File: config.mk
export PLATFORM = sky130hd
export DESIGN_NAME = inst_fetch_unit
export DESIGN_NICKNAME = d
export VERILOG_FILES = /design/src/rtl/cpu_pkg.sv /design/src/rtl/inst_decoder.sv /design/src/rtl/inst_fetch_unit.sv
export SDC_FILE = /design/constraint.sdc
export NUM_CORES = 1
export LEC_CHECK = 0
export CAP_MARGIN = 20
export CORE_ASPECT_RATIO = 1.2
export CORE_UTILIZATION = 43
export CTS_CLUSTER_SIZE = 40
export DETAILED_ROUTE_END_ITERATION = 10
export GPL_ROUTABILITY_DRIVEN = 0
export PLACE_DENSITY = 0.86
export SLEW_MARGIN = 20
export SYNTH_ARGS = -nofsm -noshare
export SYNTH_HDL_FRONTEND = slang
export SYNTH_SLANG_ARGS = --single-unit
File: constraint.sdc
create_clock -name clk -period 5.2 [get_ports clk]
set_clock_uncertainty 0.1 [all_clocks]
set_input_delay 1.3 -clock clk [delete_from_list [all_inputs] [get_ports clk]]
set_output_delay 1.3 -clock clk [all_outputs]
set_load 0.03 [all_outputs]
File: src/rtl/cpu_pkg.sv
// Shared definitions for the fetch stage and its decoder: instruction-type
// encodings, IR field bit positions, fetch FSM states and the reset PC.
package cpu_pkg;

  typedef enum logic [1:0] {
    TYPE_R    = 2'b00,
    TYPE_I    = 2'b01,
    TYPE_J    = 2'b10,
    TYPE_RSVD = 2'b11
  } inst_type_e;

  typedef enum logic [1:0] {
    ST_IDLE,
    ST_FETCH,
    ST_HOLD,
    ST_TRAP
  } fetch_state_e;

  localparam int unsigned RESET_PC_DEFAULT = 32'h0000_0000;

  localparam int FUNC_MSB  = 31;
  localparam int FUNC_LSB  = 27;
  localparam int RS1_MSB   = 26;
  localparam int RS1_LSB   = 22;
  localparam int RD_MSB    = 21;
  localparam int RD_LSB    = 17;
  localparam int RS2_MSB   = 16;
  localparam int RS2_LSB   = 12;
  localparam int TYPE_MSB  = 2;
  localparam int TYPE_LSB  = 1;
  localparam int STOP_BIT  = 0;
  localparam int IMM_I_MSB = 16;
  localparam int IMM_I_LSB = 3;
  localparam int IMM_J_MSB = 26;
  localparam int IMM_J_LSB = 3;
  localparam int IMM_I_W   = IMM_I_MSB - IMM_I_LSB + 1;
  localparam int IMM_J_W   = IMM_J_MSB - IMM_J_LSB + 1;

endpackage

File: src/rtl/inst_decoder.sv
// Combinational instruction decoder: slices the IR into register indices,
// function/type/stop fields and a type-selected sign-extended immediate.
module inst_decoder
  import cpu_pkg::*;
(
  input  logic [31:0] ir,
  output logic [4:0]  inst_function,
  output logic [4:0]  rs1,
  output logic [4:0]  rd,
  output logic [4:0]  rs2,
  output logic [1:0]  inst_type,
  output logic        stop_bit,
  output logic [31:0] imm_ext
);

  logic [IMM_I_W-1:0] imm_i;
  logic [IMM_J_W-1:0] imm_j;

  assign inst_function = ir[FUNC_MSB:FUNC_LSB];
  assign rs1           = ir[RS1_MSB:RS1_LSB];
  assign rd            = ir[RD_MSB:RD_LSB];
  assign rs2           = ir[RS2_MSB:RS2_LSB];
  assign inst_type     = ir[TYPE_MSB:TYPE_LSB];
  assign stop_bit      = ir[STOP_BIT];
  assign imm_i         = ir[IMM_I_MSB:IMM_I_LSB];
  assign imm_j         = ir[IMM_J_MSB:IMM_J_LSB];

  // Reserved type carries no immediate, same as R-type.
  always_comb begin
    imm_ext = 32'h0;
    case (inst_type_e'(inst_type))
      TYPE_I:  imm_ext = {{(32-IMM_I_W){imm_i[IMM_I_W-1]}}, imm_i};
      TYPE_J:  imm_ext = {{(32-IMM_J_W){imm_j[IMM_J_W-1]}}, imm_j};
      default: imm_ext = 32'h0;
    endcase
  end

endmodule

File: src/rtl/inst_fetch_unit.sv
// Multi-cycle fetch stage: owns the PC, fetches into the IR and holds it for the
// control unit until retirement. Optional reserved-type trap: ILLEGAL_TRAP_EN.
module inst_fetch_unit
  import cpu_pkg::*;
#(
  parameter int          ADDR_W   = 32,
  parameter int unsigned RESET_PC = RESET_PC_DEFAULT
) (
  input  logic              clk,
  input  logic              rst_n,
  output logic              imem_req,
  output logic [ADDR_W-1:0] imem_addr,
  input  logic              imem_valid,
  input  logic [31:0]       imem_rdata,
  output logic              ir_valid,
  input  logic              ir_ready,
  input  logic              pc_load,
  input  logic [ADDR_W-1:0] pc_next,
  output logic [ADDR_W-1:0] pc,
  output logic [ADDR_W-1:0] pc_plus1,
  output logic [4:0]        inst_function,
  output logic [4:0]        rs1,
  output logic [4:0]        rd,
  output logic [4:0]        rs2,
  output logic [1:0]        inst_type,
  output logic              stop_bit,
  output logic [31:0]       imm_ext,
  output logic              illegal
);

  fetch_state_e      state_q, state_d;
  logic [ADDR_W-1:0] pc_q, pc_d;
  logic [31:0]       ir_q, ir_d;
  logic              imem_req_q, imem_req_d;
  logic              ir_valid_q, ir_valid_d;
`ifdef ILLEGAL_TRAP_EN
  logic              illegal_q, illegal_d;
`endif

  always_comb begin
    state_d    = state_q;
    pc_d       = pc_q;
    ir_d       = ir_q;
    imem_req_d = imem_req_q;
    ir_valid_d = ir_valid_q;
`ifdef ILLEGAL_TRAP_EN
    illegal_d  = illegal_q;
`endif
    case (state_q)
      ST_IDLE: begin
        state_d    = ST_FETCH;
        imem_req_d = 1'b1;
      end
      ST_FETCH: begin
        if (imem_valid) begin
          ir_d       = imem_rdata;
          imem_req_d = 1'b0;
`ifdef ILLEGAL_TRAP_EN
          if (inst_type_e'(imem_rdata[TYPE_MSB:TYPE_LSB]) == TYPE_RSVD) begin
            state_d   = ST_TRAP;
            illegal_d = 1'b1;
          end else begin
            state_d    = ST_HOLD;
            ir_valid_d = 1'b1;
          end
`else
          state_d    = ST_HOLD;
          ir_valid_d = 1'b1;
`endif
        end
      end
      ST_HOLD: begin
        if (ir_ready) begin
          pc_d       = pc_load ? pc_next : pc_q + ADDR_W'(1);
          state_d    = ST_FETCH;
          imem_req_d = 1'b1;
          ir_valid_d = 1'b0;
        end
      end
      // Trap is terminal until reset; PC stays at the faulting address.
      default: state_d = state_q;
    endcase
  end

  always_ff @(posedge clk) begin
    if (!rst_n) begin
      state_q    <= ST_IDLE;
      pc_q       <= ADDR_W'(RESET_PC);
      ir_q       <= 32'h0;
      imem_req_q <= 1'b0;
      ir_valid_q <= 1'b0;
`ifdef ILLEGAL_TRAP_EN
      illegal_q  <= 1'b0;
`endif
    end else begin
      state_q    <= state_d;
      pc_q       <= pc_d;
      ir_q       <= ir_d;
      imem_req_q <= imem_req_d;
      ir_valid_q <= ir_valid_d;
`ifdef ILLEGAL_TRAP_EN
      illegal_q  <= illegal_d;
`endif
    end
  end

  assign imem_req  = imem_req_q;
  assign imem_addr = pc_q;
  assign ir_valid  = ir_valid_q;
  assign pc        = pc_q;
  assign pc_plus1  = pc_q + ADDR_W'(1);
`ifdef ILLEGAL_TRAP_EN
  assign illegal   = illegal_q;
`else
  assign illegal   = 1'b0;
`endif

  inst_decoder u_dec (
    .ir            (ir_q),
    .inst_function (inst_function),
    .rs1           (rs1),
    .rd            (rd),
    .rs2           (rs2),
    .inst_type     (inst_type),
    .stop_bit      (stop_bit),
    .imm_ext       (imm_ext)
  );

endmodule

==> summary.md <==
| Metric | Value |
|---|---|
| Crit-path cells | `ha_1 > nand3_2 > nor2_1 > and4_1 > xor2_1 > clkdlybuf4s50_1` |
| Primary FF master, synth | `dfxtp_1` |
| CTS tree | `built` |
| Setup Viol. Count Final | `0` |
| Pwr/cell area | `216.4 nW/µm²` |
| P&R area growth vs syn | `48.50%` |
| Diode count | `0` |
| Post-Syn Instances | `536` |
| # rows | `39` |
| Die width | `93.11 µm` |
| Worst Setup End Kind | `output port` |
| All-Layer GR Usage | `25.06%` |
| Postcts setup bufs | `0` |
| Critical path start-end classification | `flip-flop to output port` |
| Commonest non-fill, non-tap cell in the layout | `clkdlybuf4s50_1` |
| RSZ-0062 raised after global routing | `false` |
| DR iter-0 viols | `153` |
| Critical Path RT | `3.80 ns` |
| Grt met1 use | `27.28%` |
| Detailed placement HPWL | `9711 µm` |
| Post-synth EDFFs | `0` |
| Num ports | `223` |
| ANT nets after route | `0` |
| Slew headroom | `35.56%` |
| Seq/Total Area, Yosys | `31.32%` |
| Global-route wire length before repair | `20,580 µm` |
| # hold bufs at CTS | `0` |
| Worst path slowest cell | `clkdlybuf4s50_1` |
| Number of vias per cell | `5.403` |
| DR vias | `4,366` |
| Die height | `111.3 µm` |
| Fin. max-slew vios | `0` |
| Grt total ovfl | `0` |
| CTS HTree Levels | `3` |
| Hold_ws | `0.3647 ns` |
| Async S/R FF share, synth | `0%` |
| Met3 GRT Util | `7.545%` |
| Clock Sinks | `67` |
| # fillers | `740` |
| CP Launch Type | `flip-flop` |
| Syn nets | `608` |
| Crit share post-route | `83.02%` |
| WL final | `13,380 µm` |
| DR pass1 iterations | `4` |
| Worst-path clk slew | `0.05 ns` |
| Mapped Area | `4283 µm²` |
| Most Crowded Layer GR | `met2` |
| Layout cell share with drive strength beyond 1 | `6.131%` |
| Most frequent cells in the layout | `clkdlybuf4s50_1 (220), nand2_1 (97), dfxtp_1 (67), a21boi_0 (32)` |
| Largest net degree at the start of global routing | `49` |
| Total die area | `10,360 µm²` |
| Max Cap Viol | `0` |
| Min Tclk post-route | `4.317 ns` |
| Core area | `9613 µm²` |
| Count of cell types in the netlist | `53` |
| Mapped Avg Cell Area | `7.990 µm²` |
| Final core occ | `66.16%` |
| Crit-path max cell delay | `0.69 ns` |
| GR met2 Demand/Resource | `44.07%` |
| Vias in the first global route | `4,199` |
| # DRC | `0` |
| Cts repair resizes | `0` |
| Fin nets | `753` |
| Latest clock arrival within the worst-skew pair | `0.32 ns` |
| Yosys reg bits | `67` |
| Placement Cell Area | `6065 µm²` |
| Slew at the pin closest to its max-slew limit | `0.9666 ns` |
| Status | `completed` |
| TNS Setup | `0 ns` |
| Ys Warns | `0` |
| Fin area | `6360 µm²` |
| Crit path DAT | `2.92 ns` |
| Worst vdd ir | `0.0001685 V` |
| Starting Density | `44.55%` |
| Initial antenna violation count | `0` |
| IO Port Bufs | `221` |
| Final hold violation count | `0` |
| Lkg Pwr | `0.002383 µW` |
| Wirelength per Cell | `16.56 µm` |
| Worst-path maximum fanout | `7` |
| Final Power | `1376 µW` |
| HP Class | `flip-flop to flip-flop` |
| Longest Clk Path Bufs | `2` |
| CTS Root Cell | `clkbuf_16` |
| Fmax | `231.6 MHz` |
| Clock buffer count from CTS | `9` |
==> critical path, delay by kind of cell (launching register included) <==
family	cells	cell delay, ns
xor gates and xnor gates	1	0.17
adders and majority gates	1	0.32
buffers and inverters	1	0.69
DFF	1	0.49
and+or+nand+nor	3	0.92
==> per-layer routing <==
| metal | vias to the layer above | wire length (µm) |
|---|---|---|
| met1 | 2024 | 5213 |
| met5 | - | 0 |
| li1 | 2060 | - |
| met3 | 28 | 1273 |
| met4 | 0 | 317 |
| met2 | 254 | 6574 |
==> Yosys cell counts (3+ instances only) <==
master,count,area [µm²]
a21boi_0,32,240.2
a21o_1,3,22.52
a21oi_1,28,140.1
a22oi_1,10,75.07
a31oi_1,3,18.77
a32oi_1,3,26.28
and2_1,15,93.84
and3_1,9,56.30
and4_1,3,26.28
buf_4,63,473.0
clkbuf_1,21,78.83
clkbuf_8,3,41.29
dfxtp_1,67,1341
ha_1,3,37.54
inv_1,11,41.29
mux2i_1,3,30.03
nand2_1,97,364.1
nand3_1,7,35.03
nand3_2,3,30.03
nand4_1,3,18.77
nand4_4,4,85.08
nor2_1,30,112.6
nor3_1,6,30.03
nor4_4,3,63.81
o21ai_0,29,145.1
o22ai_1,6,37.54
o2bb2ai_1,8,70.07
o311ai_1,3,26.28
o31a_1,3,26.28
xnor2_1,17,148.9
xor2_1,11,96.34
==> final cells by class <==
class	instances	area, µm²	area share [%]
clock buffers	13	260.3	4.092
clock inverters	2	35.03	0.5509
inverters	11	41.29	0.6492
multi-input cells	366	2283	35.90
flip-flops and latches	67	1341	21.09
well taps	123	153.9	2.420
repair buffers	226	2245	35.29
==> flip-flops by register name, indices dropped and copies added (netlist names) <==
signal and count:
ir_q 32, ir_valid 1, imem_addr 32, state_q 2
==> where the power goes <==
part / internal (µW) / switching (µW)
sequential: 532 / 19.3
clock: 394 / 210
combinational: 107 / 114
total: 1030 / 343
==> stage by stage <==
step,instances,setup WS [ns]
after CTS,808,0.8880
after floorplan,536,1.645
final,808,0.8829
after detailed placement,793,1.244
after global routing,808,0.7233
after global placement,793,1.271
==> final timing paths <==
kind,start,end,slack (ns),cells after the start
hold / removal,ir_q[10],ir_q[10],0.36,2
setup / recovery,imem_addr[0],pc_plus1[10],0.88,6
hold reg to reg,ir_q[10],ir_q[10],0.36,2
setup reg to reg,state_q[0],imem_addr[29],2.83,6
==> cell families (layout without fill, tap and decap cells) <==
family,after synthesis,count (layout),share of synthesized area [%]
xor gates and xnor gates,30,30,6.485
muxes,3,3,0.7012
other,1,1,0.08756
DFF,67,67,31.32
adders and majority gates,3,3,0.8765
AOI/OAI and AO/OA,133,133,20.33
buffers and inverters,103,252,15.66
and+or+nand+nor,196,196,24.54
Note: power is estimated with default switching activity, not from simulation.
